## config.mk

```make
export PLATFORM = sky130hd
export DESIGN_NAME = ghash_mult_serial
export DESIGN_NICKNAME = d
export VERILOG_FILES = /design/src/rtl/ghash_pkg.sv /design/src/rtl/ghash_digit_step.sv /design/src/rtl/ghash_mult_serial.sv
export SDC_FILE = /design/constraint.sdc
export NUM_CORES = 2
export LEC_CHECK = 0
export ABC_AREA = 1
export BUFFER_PORTS_ARGS = -buffer_cell sky130_fd_sc_hd__buf_2
export CORE_ASPECT_RATIO = 1.25
export CORE_UTILIZATION = 50
export CTS_BUF_LIST = sky130_fd_sc_hd__clkbuf_8
export DETAILED_ROUTE_END_ITERATION = 10
export GPL_ROUTABILITY_DRIVEN = 0
export PLACE_DENSITY = 0.78
export SYNTH_ARGS = -nofsm -noshare
export SYNTH_HDL_FRONTEND = slang
export SYNTH_HIERARCHICAL = 1
export SYNTH_SLANG_ARGS = --single-unit
```

## constraint.sdc

```tcl
create_clock -name clk -period 20.9 [get_ports clk]
set_clock_uncertainty 0.15 [all_clocks]
set_input_delay 0 -clock clk [delete_from_list [all_inputs] [get_ports clk]]
set_output_delay 0 -clock clk [all_outputs]
set_load 0.01 [all_outputs]
```

## src/rtl/ghash_pkg.sv

```systemverilog
// Shared types and the reflected GF(2^128) multiply-by-x step used by the GHASH multiplier.
package ghash_pkg;

  localparam logic [127:0] GF128_R = 128'hE1000000000000000000000000000000;

  typedef logic [127:0] gf128_t;

  typedef enum logic [1:0] {
    IDLE,
    BUSY,
    DONE
  } ghash_state_e;

  // Bit 127 holds x^0, so multiplying by x is a right shift with reduction on carry-out.
  function automatic gf128_t gf128_mulx(input gf128_t v);
    gf128_mulx = v[0] ? ((v >> 1) ^ GF128_R) : (v >> 1);
  endfunction

endpackage

```

## src/rtl/ghash_digit_step.sv

```systemverilog
// One digit of the shift-and-add GF(2^128) multiply: consumes DIGIT_BITS operand bits, MSB first.
module ghash_digit_step
  import ghash_pkg::*;
#(
  parameter int DIGIT_BITS = 8
) (
  input  gf128_t                z_cur,
  input  gf128_t                v_cur,
  input  logic [DIGIT_BITS-1:0] digit,
  output gf128_t                z_next,
  output gf128_t                v_next
);

  always_comb begin
    z_next = z_cur;
    v_next = v_cur;
    for (int j = DIGIT_BITS - 1; j >= 0; j--) begin
      if (digit[j]) z_next = z_next ^ v_next;
      v_next = gf128_mulx(v_next);
    end
  end

endmodule

```

## src/rtl/ghash_mult_serial.sv

```systemverilog
// Digit-serial GHASH multiplier with H register and chained accumulator Y = (Y ^ A) * H.
//
// state | meaning
// IDLE  | ready for an operand; latches P, Z = 0, V = H_eff on accept
// BUSY  | one digit of P per cycle for N cycles; H writes ignored
// DONE  | result held on x_o until out_ready
module ghash_mult_serial
  import ghash_pkg::*;
#(
  parameter int DATA_WIDTH = 128,
  parameter int DIGIT_BITS = 8
) (
  input  logic                  clk,
  input  logic                  rst,
  input  logic                  h_we,
  input  logic [DATA_WIDTH-1:0] h_i,
  input  logic                  in_valid,
  output logic                  in_ready,
  input  logic [DATA_WIDTH-1:0] a_i,
  input  logic                  acc_en_i,
  input  logic                  acc_clr_i,
  output logic                  out_valid,
  input  logic                  out_ready,
  output logic [DATA_WIDTH-1:0] x_o,
  output logic [DATA_WIDTH-1:0] acc_o
);

  localparam int N = DATA_WIDTH / DIGIT_BITS;
  localparam int CNT_W = (N > 1) ? $clog2(N) : 1;
  localparam logic [CNT_W-1:0] CNT_LAST = CNT_W'(N - 1);

  ghash_state_e state, state_next;

  logic [CNT_W-1:0] cnt;
  gf128_t z_q, v_q, p_q, h_q, x_q, acc_q;
  gf128_t z_step, v_step;
  logic   last_digit;

  assign last_digit = (cnt == CNT_LAST);

  ghash_digit_step #(
    .DIGIT_BITS(DIGIT_BITS)
  ) u_step (
    .z_cur (z_q),
    .v_cur (v_q),
    .digit (p_q[DATA_WIDTH-1 -: DIGIT_BITS]),
    .z_next(z_step),
    .v_next(v_step)
  );

  always_ff @(posedge clk or posedge rst) begin
    if (rst) state <= IDLE;
    else     state <= state_next;
  end

  always_comb begin
    state_next = state;
    in_ready   = 1'b0;
    out_valid  = 1'b0;
    case (state)
      IDLE: begin
        in_ready = 1'b1;
        if (in_valid) state_next = BUSY;
      end
      BUSY: begin
        if (last_digit) state_next = DONE;
      end
      DONE: begin
        out_valid = 1'b1;
        if (out_ready) state_next = IDLE;
      end
      default: state_next = IDLE;
    endcase
  end

  always_ff @(posedge clk or posedge rst) begin
    if (rst) begin
      cnt   <= '0;
      z_q   <= '0;
      v_q   <= '0;
      p_q   <= '0;
      h_q   <= '0;
      x_q   <= '0;
      acc_q <= '0;
    end else begin
      if (h_we && state != BUSY) h_q <= h_i;

      // Clear beats the end-of-product write; the accept below still sees the old value.
      if (acc_clr_i)                    acc_q <= '0;
      else if (state == BUSY && last_digit) acc_q <= z_step;

      case (state)
        IDLE: begin
          if (in_valid) begin
            p_q <= a_i ^ (acc_en_i ? acc_q : '0);
            z_q <= '0;
            v_q <= h_we ? h_i : h_q;
            cnt <= '0;
          end
        end
        BUSY: begin
          z_q <= z_step;
          v_q <= v_step;
          p_q <= p_q << DIGIT_BITS;
          cnt <= cnt + CNT_W'(1);
          if (last_digit) x_q <= z_step;
        end
        default: ;
      endcase
    end
  end

  assign x_o   = x_q;
  assign acc_o = acc_q;

endmodule
```

==> flow_metrics.tcl <==
set metrics [dict create \
    ys_seq_elements 774 \
    syn_avg_cell_area_um2 6.73 \
    clock_latency_ns 0.94 \
    grt_pass1_vias 56371 \
    core_um2 107000 \
    leakage_nw 34.2 \
    slowest_stage "buf_4" \
    fp.dieW_um 297 \
    fmax_mhz 191 \
    track_usage_pct 35.1 \
    dieArea_um2 110000 \
    grt_max_degree 268 \
    cts_tree "done" \
    yosysSeqAreaShare_pct 35.6 \
    crit_family "buffers and inverters" \
    cts_hold_buf 665 \
    worstPathArrival_ns 5.97 \
    worst-path-max-fanout 76 \
    ys_async_sr_fraction_pct 100 \
    drc 0 \
    power_density_nw_per_um2 156 \
    cts_resized 0 \
    drt_pass1_iterations 7 \
    io_pins 521 \
    antenna_left 0 \
    overflow 0 \
    detail_route.wl_per_cell_um 18.9 \
    crit_path_cell_trace "dlygate4sd3_1 -> buf_2 -> dlygate4sd3_1 -> clkinvlp_4 -> buf_4 -> buf_4 -> buf_4 -> buf_4 -> buf_4" \
    min_period_ns 5.24 \
    drt_iter0_markers 6383 \
    status "finished, final reports clean" \
    crit_buf_inv 9 \
    rows 134 \
    finalHoldViolCount 0 \
    synth_nets 8335 \
    layout-drive-gt1-share_pct 10.9 \
    syn-cell-area_um2 54300 \
    areaGrowthSynthToFinish_pct 20.0 \
    hp-class "input pin to flop" \
    totalWireLength_mm 196 \
    grt_antenna_before_repair 35 \
    fin_util_pct 60.8 \
    h-tree-depth 4 \
    finalSetupTns_ns 0 \
    rsz0062_at_grt "no" \
    clockBufferDepth 3 \
    via_per_inst 5.60 \
    period_share_pct 25.1 \
    cpPeakStageDelay_ns 0.84 \
    start_util_pct 50.6 \
    required_ns 21.63 \
    fin_nets 9039 \
    num_vias 57840 \
    peakVddDrop_v 0.000108 \
    io_buffers 520 \
    relSlewSlack_pct 14.3 \
    clk_pin_slew_ns 0.06 \
    cts_buffers 135 \
    finalSetupViolations 0 \
    grt_pass1_wl_mm 307 \
    timing.critical_path.mode_cell "buf_4" \
    maxCapViolCount 0 \
    post_cts_buffers 0 \
    synth_edf_count 0 \
    ys.flop_type "dfrtp_1" \
    startpoint_type "input pin" \
    worstSetupEndpointType "asynchronous set/reset pin" \
    criticalPathCategory "input pin to asynchronous set/reset pin" \
    netlist_instances 8071 \
    yosysUniqueCellTypes 32 \
    dp_hpwl_mm 112 \
    cts-root-buf "clkbuf_8" \
    mostFrequentLayoutCell "nand2_1" \
    yosysWarnings 6 \
    mostFrequentLayoutCells "nand2_1 (4124), dfrtp_1 (766), nand3_1 (665), dlygate4sd3_1 (665), xnor2_1 (644)" \
    worstMarginPinSlew_ns 1.29 \
    cts.sinks 774 \
    drv_slew 0 \
    dieHeight_um 371 \
]
==> final timing paths <==
path	startpoint	to	slack, ns	cells after the start
max	rst	x_o[25]$_DFFE_PP0P_	15.66	9
min	h_i[66]	v_q[66]$_DFFE_PP0P_	0.04	8
max reg2reg	state[1]$_DFFE_PP0P_	p_q[78]$_DFFE_PP0P_	16.02	8
min reg2reg	z_q[3]$_DFFE_PP0P_	z_q[3]$_DFFE_PP0P_	0.34	2
max in group clk	state[1]$_DFFE_PP0P_	p_q[78]$_DFFE_PP0P_	16.02	8
min in group asynchronous	rst	h_q[102]$_DFFE_PP0P_	0.18	4
==> kinds of logic after synthesis <==
logic type,count (synthesis),share of synthesized area (%)
AOI/OAI and AO/OA,403,3.72
xor gates and xnor gates,752,13.1
adders and majority gates,1,0.0230
buffers and inverters,1103,9.58
DFF,774,35.6
and+or+nand+nor,5038,37.9
==> registers in the layout (all words and copies together), names as in the netlist <==
register  cells
v_q         128
cnt           4
state         2
acc_o       128
p_q         128
z_q         128
x_o         128
h_q         128
==> per-stage QoR <==
| stage | setup WS (ns) | cell area (µm²) | hold WS, ns | cells | total power (W) |
|---|---|---|---|---|---|
| after detailed placement | 15.80 | 55600 | -0.0215 | 9401 | 0.00833 |
| after global routing | 14.90 | 65200 | 0.0981 | 10316 | 0.0109 |
| after floorplan | 10.13 | 54300 | -0.0500 | 8071 | 0.00709 |
| final | 15.66 | 65200 | 0.0406 | 10327 | 0.0102 |
| after global placement | 15.83 | 55600 | -0.0203 | 9401 | 0.00811 |
| after CTS | 15.62 | 65200 | 0.00901 | 10309 | 0.00996 |
==> worst register-to-register path: stages, from the launching register on <==
cell,delay [ns]
dfrtp_1,0.34
inv_1,0.11
nand2_8,0.57
nand2_8,0.56
inv_8,0.90
buf_4,0.92
buf_4,0.86
nand2_1,0.26
nand3_1,0.15
==> power breakdown <==
| part | internal, W | switching (W) |
|---|---|---|
| clock network | 0.000806 | 0.000722 |
| logic | 0.00210 | 0.00345 |
| registers | 0.00210 | 0.00102 |
==> Yosys cell counts, types with 14 or more instances <==
library cell	number	area, µm²
buf_6	14	158
xnor2_2	71	1150
o21ai_1	113	566
dfrtp_1	774	19400
or2_2	35	219
or2_1	80	500
nand2_1	4124	15500
buf_1	90	338
o21ai_0	286	1430
nand3_1	665	3330
nor2_1	50	188
inv_1	438	1640
buf_4	143	1070
buf_2	213	1070
xnor2_1	644	5640
xor2_1	37	324
nand2_4	71	800
clkbuf_1	189	709
==> routing by layer <==
| layer | global-route usage (%) | vias up | routed length, µm |
|---|---|---|---|
| li1 | - | 25885 | - |
| met3 | 10.4 | 1082 | 22100 |
| met5 | 0.173 | - | 222 |
| met2 | 54.9 | 3904 | 87500 |
| met4 | 22.1 | 34 | 12600 |
| met1 | 42.4 | 26935 | 73200 |
==> cell type report <==
type	instances	area, µm²
inverter	444	1710
clock buffer	166	2280
clock inverter	77	608
timing repair buffer	1226	9590
tap	1428	1790
sequential	774	19400
multi-input combinational	6194	29800
fill	8948	42100
antenna	18	45.0
No activity file was read; power rests on OpenSTA's default activity.
